`src/rtl/fibonacci_calculator.sv`:
```
// Iterative Fibonacci engine: start/done handshake, one addition per clock.
// Optional FIB_SATURATE_EN: any overflow during a run forces an all-ones result.
module fibonacci_calculator #(
  parameter int IDX_W  = 5,
  parameter int DATA_W = 16
) (
  input  logic [IDX_W-1:0]  input_s,
  input  logic              reset,
  input  logic              begin_fibo,
  input  logic              clk,
  output logic              done,
  output logic [DATA_W-1:0] fibo_out
);

  localparam logic [1:0] ST_IDLE    = 2'd0;
  localparam logic [1:0] ST_COMPUTE = 2'd1;
  localparam logic [1:0] ST_DONE    = 2'd2;

  logic [1:0]        state_q, state_d;
  logic [DATA_W-1:0] a_q, a_d;
  logic [DATA_W-1:0] b_q, b_d;
  logic [IDX_W-1:0]  cnt_q, cnt_d;
  logic              done_q, done_d;
  logic [DATA_W-1:0] fibo_q, fibo_d;

`ifdef FIB_SATURATE_EN
  logic              sat_q, sat_d;
  logic [DATA_W:0]   sum;
  assign sum = {1'b0, a_q} + {1'b0, b_q};
`else
  logic [DATA_W-1:0] sum;
  assign sum = a_q + b_q;
`endif

  always_comb begin
    state_d = state_q;
    a_d     = a_q;
    b_d     = b_q;
    cnt_d   = cnt_q;
    done_d  = done_q;
    fibo_d  = fibo_q;
`ifdef FIB_SATURATE_EN
    sat_d   = sat_q;
`endif
    case (state_q)
      ST_IDLE, ST_DONE: begin
        // fibo_out keeps the previous result until the new run finishes
        if (begin_fibo) begin
          a_d     = '0;
          b_d     = DATA_W'(1);
          cnt_d   = input_s;
          done_d  = 1'b0;
          state_d = ST_COMPUTE;
`ifdef FIB_SATURATE_EN
          sat_d   = 1'b0;
`endif
        end
      end
      ST_COMPUTE: begin
        if (cnt_q != '0) begin
          a_d   = b_q;
          b_d   = sum[DATA_W-1:0];
          cnt_d = cnt_q - IDX_W'(1);
`ifdef FIB_SATURATE_EN
          sat_d = sat_q | sum[DATA_W];
`endif
        end else begin
`ifdef FIB_SATURATE_EN
          fibo_d  = sat_q ? '1 : a_q;
`else
          fibo_d  = a_q;
`endif
          done_d  = 1'b1;
          state_d = ST_DONE;
        end
      end
      default: state_d = ST_IDLE;
    endcase
  end

  always_ff @(posedge clk) begin
    if (reset) begin
      state_q <= ST_IDLE;
      a_q     <= '0;
      b_q     <= '0;
      cnt_q   <= '0;
      done_q  <= 1'b0;
      fibo_q  <= '0;
`ifdef FIB_SATURATE_EN
      sat_q   <= 1'b0;
`endif
    end else begin
      state_q <= state_d;
      a_q     <= a_d;
      b_q     <= b_d;
      cnt_q   <= cnt_d;
      done_q  <= done_d;
      fibo_q  <= fibo_d;
`ifdef FIB_SATURATE_EN
      sat_q   <= sat_d;
`endif
    end
  end

  assign done     = done_q;
  assign fibo_out = fibo_q;

endmodule

```
`config.mk`:
```
export PLATFORM = sky130hd
export DESIGN_NAME = fibonacci_calculator
export DESIGN_NICKNAME = d
export VERILOG_FILES = /design/src/rtl/fibonacci_calculator.sv
export SDC_FILE = /design/constraint.sdc
export NUM_CORES = 1
export LEC_CHECK = 0
export CAP_MARGIN = 10
export CORE_ASPECT_RATIO = 0.7
export CORE_MARGIN = 4
export CORE_UTILIZATION = 30
export DETAILED_ROUTE_END_ITERATION = 10
export DONT_BUFFER_PORTS = 1
export SLEW_MARGIN = 15
export SYNTH_ARGS = -nofsm -noshare
export SYNTH_HDL_FRONTEND = slang
export SYNTH_SLANG_ARGS = --single-unit
```
`constraint.sdc`:
```
create_clock -name clk -period 2.92 [get_ports clk]
set_input_delay 0.292 -clock clk [delete_from_list [all_inputs] [get_ports clk]]
set_output_delay 0.292 -clock clk [all_outputs]
set_load 0.005 [all_outputs]
```
==> impl_metrics.env, run 1 <==
export IMPL_status="completed"
export IMPL_cpPeakStageDelay_ps=390
export IMPL_synth_most_common_cell="nand2_1"
export IMPL_clock_latency_ps=300
export IMPL_startpoint_type="flip-flop"
export IMPL_dp_hpwl_mm=4.576
export IMPL_slew_headroom_pct=51.49
export IMPL_avgSynthCellArea_um2=7.984
export IMPL_yosysSeqAreaShare_pct=40.23
export IMPL_async_flop_share_pct=0
export IMPL_antenna_left=0
export IMPL_antenna_found_initial=0
export IMPL_synth_edf_count=0
export IMPL_die_x_um=123.2
export IMPL_ys_seq_elements=56
export IMPL_synth_top_area_share_pct=40.23
export IMPL_dieArea_um2=10920
export IMPL_ys_top_cells_by_count="71 x nand2_1, 56 x dfxtp_1, 54 x a21oi_1, 24 x nand3_1, 17 x ha_1"
export IMPL_cts_sink_count=56
export IMPL_drt_total_wl_mm=6.460
export IMPL_ff2ff_path_depth=9
export IMPL_grt_pass1_wl_mm=10.72
export IMPL_clock_tree_root_cell="clkbuf_16"
export IMPL_fin_nets=367
export IMPL_fillers=952
export IMPL_p_seq_share_pct=50.0
export IMPL_slowest_stage="fa_1"
export IMPL_powerDensity_nw_per_um2=523.6
export IMPL_worstSetupEndpointType="flip-flop"
export IMPL_drc=0
export IMPL_crit_end="b_q[12]$_SDFFE_PP0P_"
export IMPL_fmax_ghz=0.4191
export IMPL_grt_start_max_net_pins=51
export IMPL_comb_power_share_pct=10.9
export IMPL_required_ps=3110
export IMPL_post_route_period_util_pct=81.72
export IMPL_drtIter0Drc=216
export IMPL_clk_pin_slew_ps=80
export IMPL_sw_frac_of_total_pct=27.50
export IMPL_timing_setup_tns_ps=0
export IMPL_cts_max_level=2
export IMPL_start_util_pct=30.72
export IMPL_io_pins=25
export IMPL_synth_top_flop_cell="dfxtp_1"
export IMPL_yosysTopAreaCell="dfxtp_1"
export IMPL_cts_tree="done"
export IMPL_gp_congestion=0.8603
export IMPL_vdd_drop_max_v=0.0002277
export IMPL_r2r_start="b_q[0]$_SDFFE_PP0P_"
export IMPL_routedWlPerCell_um=13.86
export IMPL_hold_viol=0
export IMPL_leakage_uw=0.001143
export IMPL_crit_type="reg2reg"
export IMPL_cp_cell_sequence="ha_1, inv_1, fa_1, nor2b_1, o2111ai_1, a21o_1, a311oi_1, o21ai_0, a32o_1"
export IMPL_grt_pass1_vias=2179
export IMPL_setup_slack_ps=533.7
export IMPL_setup_viol_count_final=0
export IMPL_cts_setup_buffers=0
export IMPL_synth_area_leaders="dfxtp_1 40%, a21oi_1 9.7%, nand2_1 9.6%, ha_1 7.6%, nand3_1 4.3%"
export IMPL_syn_nets=375
export IMPL_period_needed_ps=2386
export IMPL_cap_violations=0
export IMPL_crit_start="b_q[0]$_SDFFE_PP0P_"
export IMPL_dieHeight_um=88.63
export IMPL_fin_skew_ps=3.965
export IMPL_worst_r2r_endpoint="b_q[12]$_SDFFE_PP0P_"
export IMPL_ys_warn_count=0
export IMPL_area_growth_pct=9.025
export IMPL_avgViaCountPerCell=5.157
export IMPL_drive_gt1_share_pct=4.971
export IMPL_r2r_setup_slack_ps=530
export IMPL_rows=29
export IMPL_drv_slew=0
export IMPL_numCtsBuffers=5
export IMPL_num_vias=2403
export IMPL_hold_buffers=0
export IMPL_port_buffers=0
export IMPL_tightestPinTransition_ps=726.8
export IMPL_cts_resized=0
export IMPL_p_int_uw=1153
export IMPL_grt_overflow_total=0
export IMPL_synthCells=349
export IMPL_yosys_cell_types_count=43
export IMPL_power_switching_uw=437.4
export IMPL_fin_total_pwr_uw=1591
export IMPL_hold_path_class="in2reg"
export IMPL_n_antenna_cell=0
export IMPL_arrival_ps=2580
export IMPL_grt_usage_pct=12.47
export IMPL_clkPwrFrac_pct=39.1
export IMPL_place_worst_setup_slack_ps=595.9
export IMPL_syn_cell_area_um2=2786
export IMPL_clock_path_buffers=2
export IMPL_firstDrtPassIters=4
export IMPL_cp_max_fo=4
export IMPL_coreArea_um2=9071
export IMPL_rsz0062_at_grt="false"
-- stage by stage --
step                      hold WS, ps  utilization, %  instance area (um2)  std cells
after floorplan                 444.6               -                 2786        349
after global placement          365.3           31.86                 2890        458
after detailed placement        367.5           31.86                 2890        458
after CTS                       49.15           33.49                 3038        466
after global routing            45.87           33.49                 3038        466
final                           55.21           33.49                 3038        466
-- logic make-up after synthesis --
family / synth area share, %
buf+inv: 3.727
compound gates: 22.32
xor+xnor: 2.515
mux: 0.3592
flops: 40.23
fa+ha+maj: 8.352
simple gates: 22.50
-- worst max-delay path, delay by kind of cell, from the launching register on --
family                     cells  cell delay, ps
AOI/OAI and AO/OA              5            1110
adders and majority gates      2             580
buffers and inverters          1              60
DFF                            1             360
and+or+nand+nor                1             180
-- cells in the final DEF, fill, tap and decap left out, drive strengths merged, types with 2 or more instances in the layout --
| cell type | netlist | final |
|---|---|---|
| nand2 | 72 | 72 |
| dfxtp | 56 | 56 |
| a21oi | 54 | 54 |
| nand3 | 24 | 24 |
| nor2 | 18 | 18 |
| ha | 17 | 17 |
| o21ai | 12 | 12 |
| a21o | 10 | 10 |
| inv | 8 | 9 |
| nor3 | 6 | 6 |
| xnor2 | 5 | 5 |
| clkbuf | 13 | 5 |
| a211oi | 4 | 4 |
| nand2b | 3 | 3 |
| nor2b | 3 | 3 |
| and3 | 3 | 3 |
| or3 | 3 | 3 |
| a31oi | 3 | 3 |
| nand4 | 3 | 3 |
| xor2 | 3 | 3 |
| buf | 5 | 3 |
| o2111ai | 2 | 2 |
| o31ai | 2 | 2 |
| a32o | 2 | 2 |
| a22oi | 2 | 2 |
| a221oi | 2 | 2 |
| o311ai | 2 | 2 |
| clkinv | 0 | 2 |
-- power groups by stage --
| stage | clock network [uW] | logic, uW | registers [uW] |
|---|---|---|---|
| after global placement | 0 | 170 | 812 |
| after detailed placement | 0 | 172 | 813 |
| after floorplan | 0 | 146 | 809 |
| after global routing | 660 | 196 | 798 |
| final | 622 | 173 | 795 |
| after CTS | 630 | 173 | 795 |
-- registers in the layout, summed over array words and instances, names as in the netlist --
name,flops
b_q,16
done,1
state_q,2
fibo_out,16
a_q,16
cnt_q,5
-- area by class of cell --
cell class	count	area [um2]	share of cell area [%]
multi-input combinational	267	1562	51.40
sequential	56	1121	36.90
tap	124	155.1	5.107
clock buffer	5	125.1	4.119
inverter	8	30.03	0.9885
clock inverter	3	22.52	0.7414
timing repair buffer	3	22.52	0.7414
-- worst min-delay path by stage --
| stage | depth (start not counted) | startpoint | to | slack, ps |
|---|---|---|---|---|
| finish | 1 | reset | a_q[14]$_SDFFE_PP0P_ | 60 |
| global route | 1 | reset | fibo_out[12]$_SDFFE_PP0P_ | 50 |
| floorplan | 2 | state_q[1]$_SDFFE_PP0P_ | state_q[1]$_SDFFE_PP0P_ | 440 |
| global placement | 1 | reset | fibo_out[13]$_SDFFE_PP0P_ | 370 |
| detailed placement | 1 | reset | fibo_out[12]$_SDFFE_PP0P_ | 370 |
| CTS | 1 | reset | state_q[0]$_SDFFE_PP0P_ | 50 |
-- metal layers --
metal	part of all wire, %	wire length (um)	GRT usage, %	vias up
li1	-	-	-	1214
met1	51	3287	18.02	1128
met2	41	2622	17.70	53
met3	7.1	459	3.578	8
met4	1.4	90	4.221	0
met5	0	0	0	-
Note: power is estimated with default switching activity, not from simulation.
==> run 2: changes to the inputs <==
- clock period: 2.92 -> 2.2 ns (I/O delays scaled with it)
==> run 2 against run 1 <==
Against the previous run: sequential share of layout area decreased by 2.3 points; highest routed layer unchanged; critical path depth unchanged; clock-buffer cell count unchanged; final area increased by 6.9%; die area unchanged; register-to-register slack got worse by 440 ps; largest power group unchanged; sequential power increased by 33%; wire length increased by 5.6%; largest cell class unchanged; hold slack improved by 31 ps.
==> impl_metrics.env, run 2 (synthesis gave the netlist of run 1 again) <==
export IMPL_status="completed"
export IMPL_ff2ff_path_depth=9
export IMPL_numCtsBuffers=5
export IMPL_fillers=949
export IMPL_wirelength_met1_mm=3.549
export IMPL_drt_total_wl_mm=6.820
export IMPL_wl_met3_um=368
export IMPL_layout_common_cells="71 x nand2_1, 54 x a21oi_1, 54 x dfxtp_1, 24 x nand3_1, 18 x buf_4"
export IMPL_num_vias=2452
export IMPL_dieArea_um2=10920
export IMPL_powerDensity_nw_per_um2=666.9
export IMPL_cap_violations=0
export IMPL_io_pins=25
export IMPL_vdd_drop_max_v=0.0003098
export IMPL_whs_path_depth=3
export IMPL_setup_viol_count_final=0
export IMPL_worstSetupEndpointType="flip-flop"
export IMPL_tightestPinTransition_ps=643.5
export IMPL_drv_slew=0
export IMPL_antenna_found_initial=0
export IMPL_fin_total_pwr_uw=2165
export IMPL_grt_pass1_vias=2213
export IMPL_drive_gt1_share_pct=11.36
export IMPL_coreArea_um2=9071
export IMPL_cp_cell_sequence="ha_4, inv_1, fa_2, nor2b_2, o2111ai_2, a21o_1, a311oi_2, o21ai_1, a32o_1"
export IMPL_clock_path_buffers=2
export IMPL_start_util_pct=30.72
export IMPL_drc=0
export IMPL_fin_nets=386
export IMPL_port_buffers=0
export IMPL_leakage_uw=0.001246
export IMPL_hold_viol=0
export IMPL_post_route_period_util_pct=95.57
export IMPL_dr_wl_met2_mm=2.847
export IMPL_grt_usage_pct=12.87
export IMPL_arrival_ps=2290
export IMPL_slowest_stage="dfxtp_2"
export IMPL_crit_type="reg2reg"
export IMPL_grt_start_max_net_pins=44
export IMPL_n_antenna_cell=0
export IMPL_rows=29
export IMPL_cp_max_fo=3
export IMPL_startpoint_type="flip-flop"
export IMPL_period_needed_ps=2102
export IMPL_hold_path_class="in2reg"
export IMPL_hold_slack_ps=85.74
export IMPL_dieHeight_um=88.63
export IMPL_avgViaCountPerCell=5.056
export IMPL_clock_tree_root_cell="clkbuf_16"
export IMPL_area_growth_pct=16.52
export IMPL_drtIter0Drc=214
export IMPL_placed_cell_area_um2=3008
export IMPL_clock_latency_ps=300
export IMPL_cts_tree="done"
export IMPL_setup_slack_ps=97.55
export IMPL_required_ps=2390
export IMPL_stdcell_area_um2=3247
export IMPL_cpPeakStageDelay_ps=360
export IMPL_grt_pass1_wl_mm=11.16
export IMPL_final_util_pct=35.79
export IMPL_antenna_left=0
export IMPL_fin_skew_ps=12.54
export IMPL_clk_pin_slew_ps=80
export IMPL_firstDrtPassIters=4
export IMPL_die_x_um=123.2
export IMPL_slew_headroom_pct=56.94
export IMPL_cts_sink_count=56
export IMPL_grt_overflow_total=0
export IMPL_cts_max_level=2
export IMPL_fmax_ghz=0.4756
export IMPL_dp_hpwl_mm=4.734
export IMPL_routedWlPerCell_um=14.06
export IMPL_gp_congestion=0.8705
export IMPL_layout_commonest_cell="nand2_1"
export IMPL_place_worst_setup_slack_ps=-52.62
export IMPL_top_layer_used="met4"
-- run 2: changes by cell type in the layout (fill, tap and decap cells not counted), moves of 2 or more --
cell / before / now
dlygate4sd3_1: 0 / 2
dfxtp_1: 56 / 54
buf_4: 3 / 18
buf_12: 0 / 2
dfxtp_2: 0 / 2
-- run 2: what timing repair did --
item                       4_1_cts  5_1_grt
gates resized for setup          3        9
setup buffers                    1        1
pin swaps                        0        2
hold endpoints to repair        43        0
setup endpoints to repair        1        6
hold buffers                     3        0
-- run 2: where the power goes --
group | leakage, uW | internal (uW) | switching, uW
clock | 0.0000702 | 426 | 392
sequential | 0.000453 | 1040 | 21.5
combinational | 0.000723 | 103 | 187
total | 0.00125 | 1570 | 600
-- run 2: worst max-delay path: cells and delay by family, from the launching register on --
kind                     cells  cell delay, ps
adder cells (fa/ha/maj)      2             480
flip-flops                   1             360
buffers and inverters        1              50
AND/OR/NAND/NOR              1             150
AO/OA/AOI/OAI                5             960
-- run 2: cell type report --
type,instances,area (um2),share of cell area [%]
Tap cell,124,155.1,4.778
Inverter,8,30.03,0.9249
Timing Repair Buffer,22,195.2,6.012
Clock buffer,5,125.1,3.854
Multi-Input combinational cell,267,1597,49.17
Sequential cell,56,1124,34.61
Clock inverter,3,21.27,0.6551
-- run 2: final timing paths --
| check | from | end | slack, ps |
|---|---|---|---|
| max reg2reg | a_q[0]$_SDFFE_PP0P_ | b_q[12]$_SDFFE_PP0P_ | 100 |
| max | a_q[0]$_SDFFE_PP0P_ | b_q[12]$_SDFFE_PP0P_ | 100 |
| min | begin_fibo | state_q[1]$_SDFFE_PP0P_ | 90 |
| min reg2reg | b_q[7]$_SDFFE_PP0P_ | a_q[7]$_SDFFE_PP0P_ | 460 |
-- run 2: metrics by stage --
stage	TNS [ps]	instances
2_1_floorplan	0	349
3_3_place_gp	0	472
3_5_place_dp	-52.62	472
4_1_cts	0	484
5_1_grt	-3.500	485
6_report	0	485
-- run 2: per-layer routing --
metal  GRT usage (%)  vias to the layer above
met5               0                        -
met4           3.317                        0
met3           2.875                        5
met2           19.03                       49
met1           18.89                     1145
li1                -                     1253
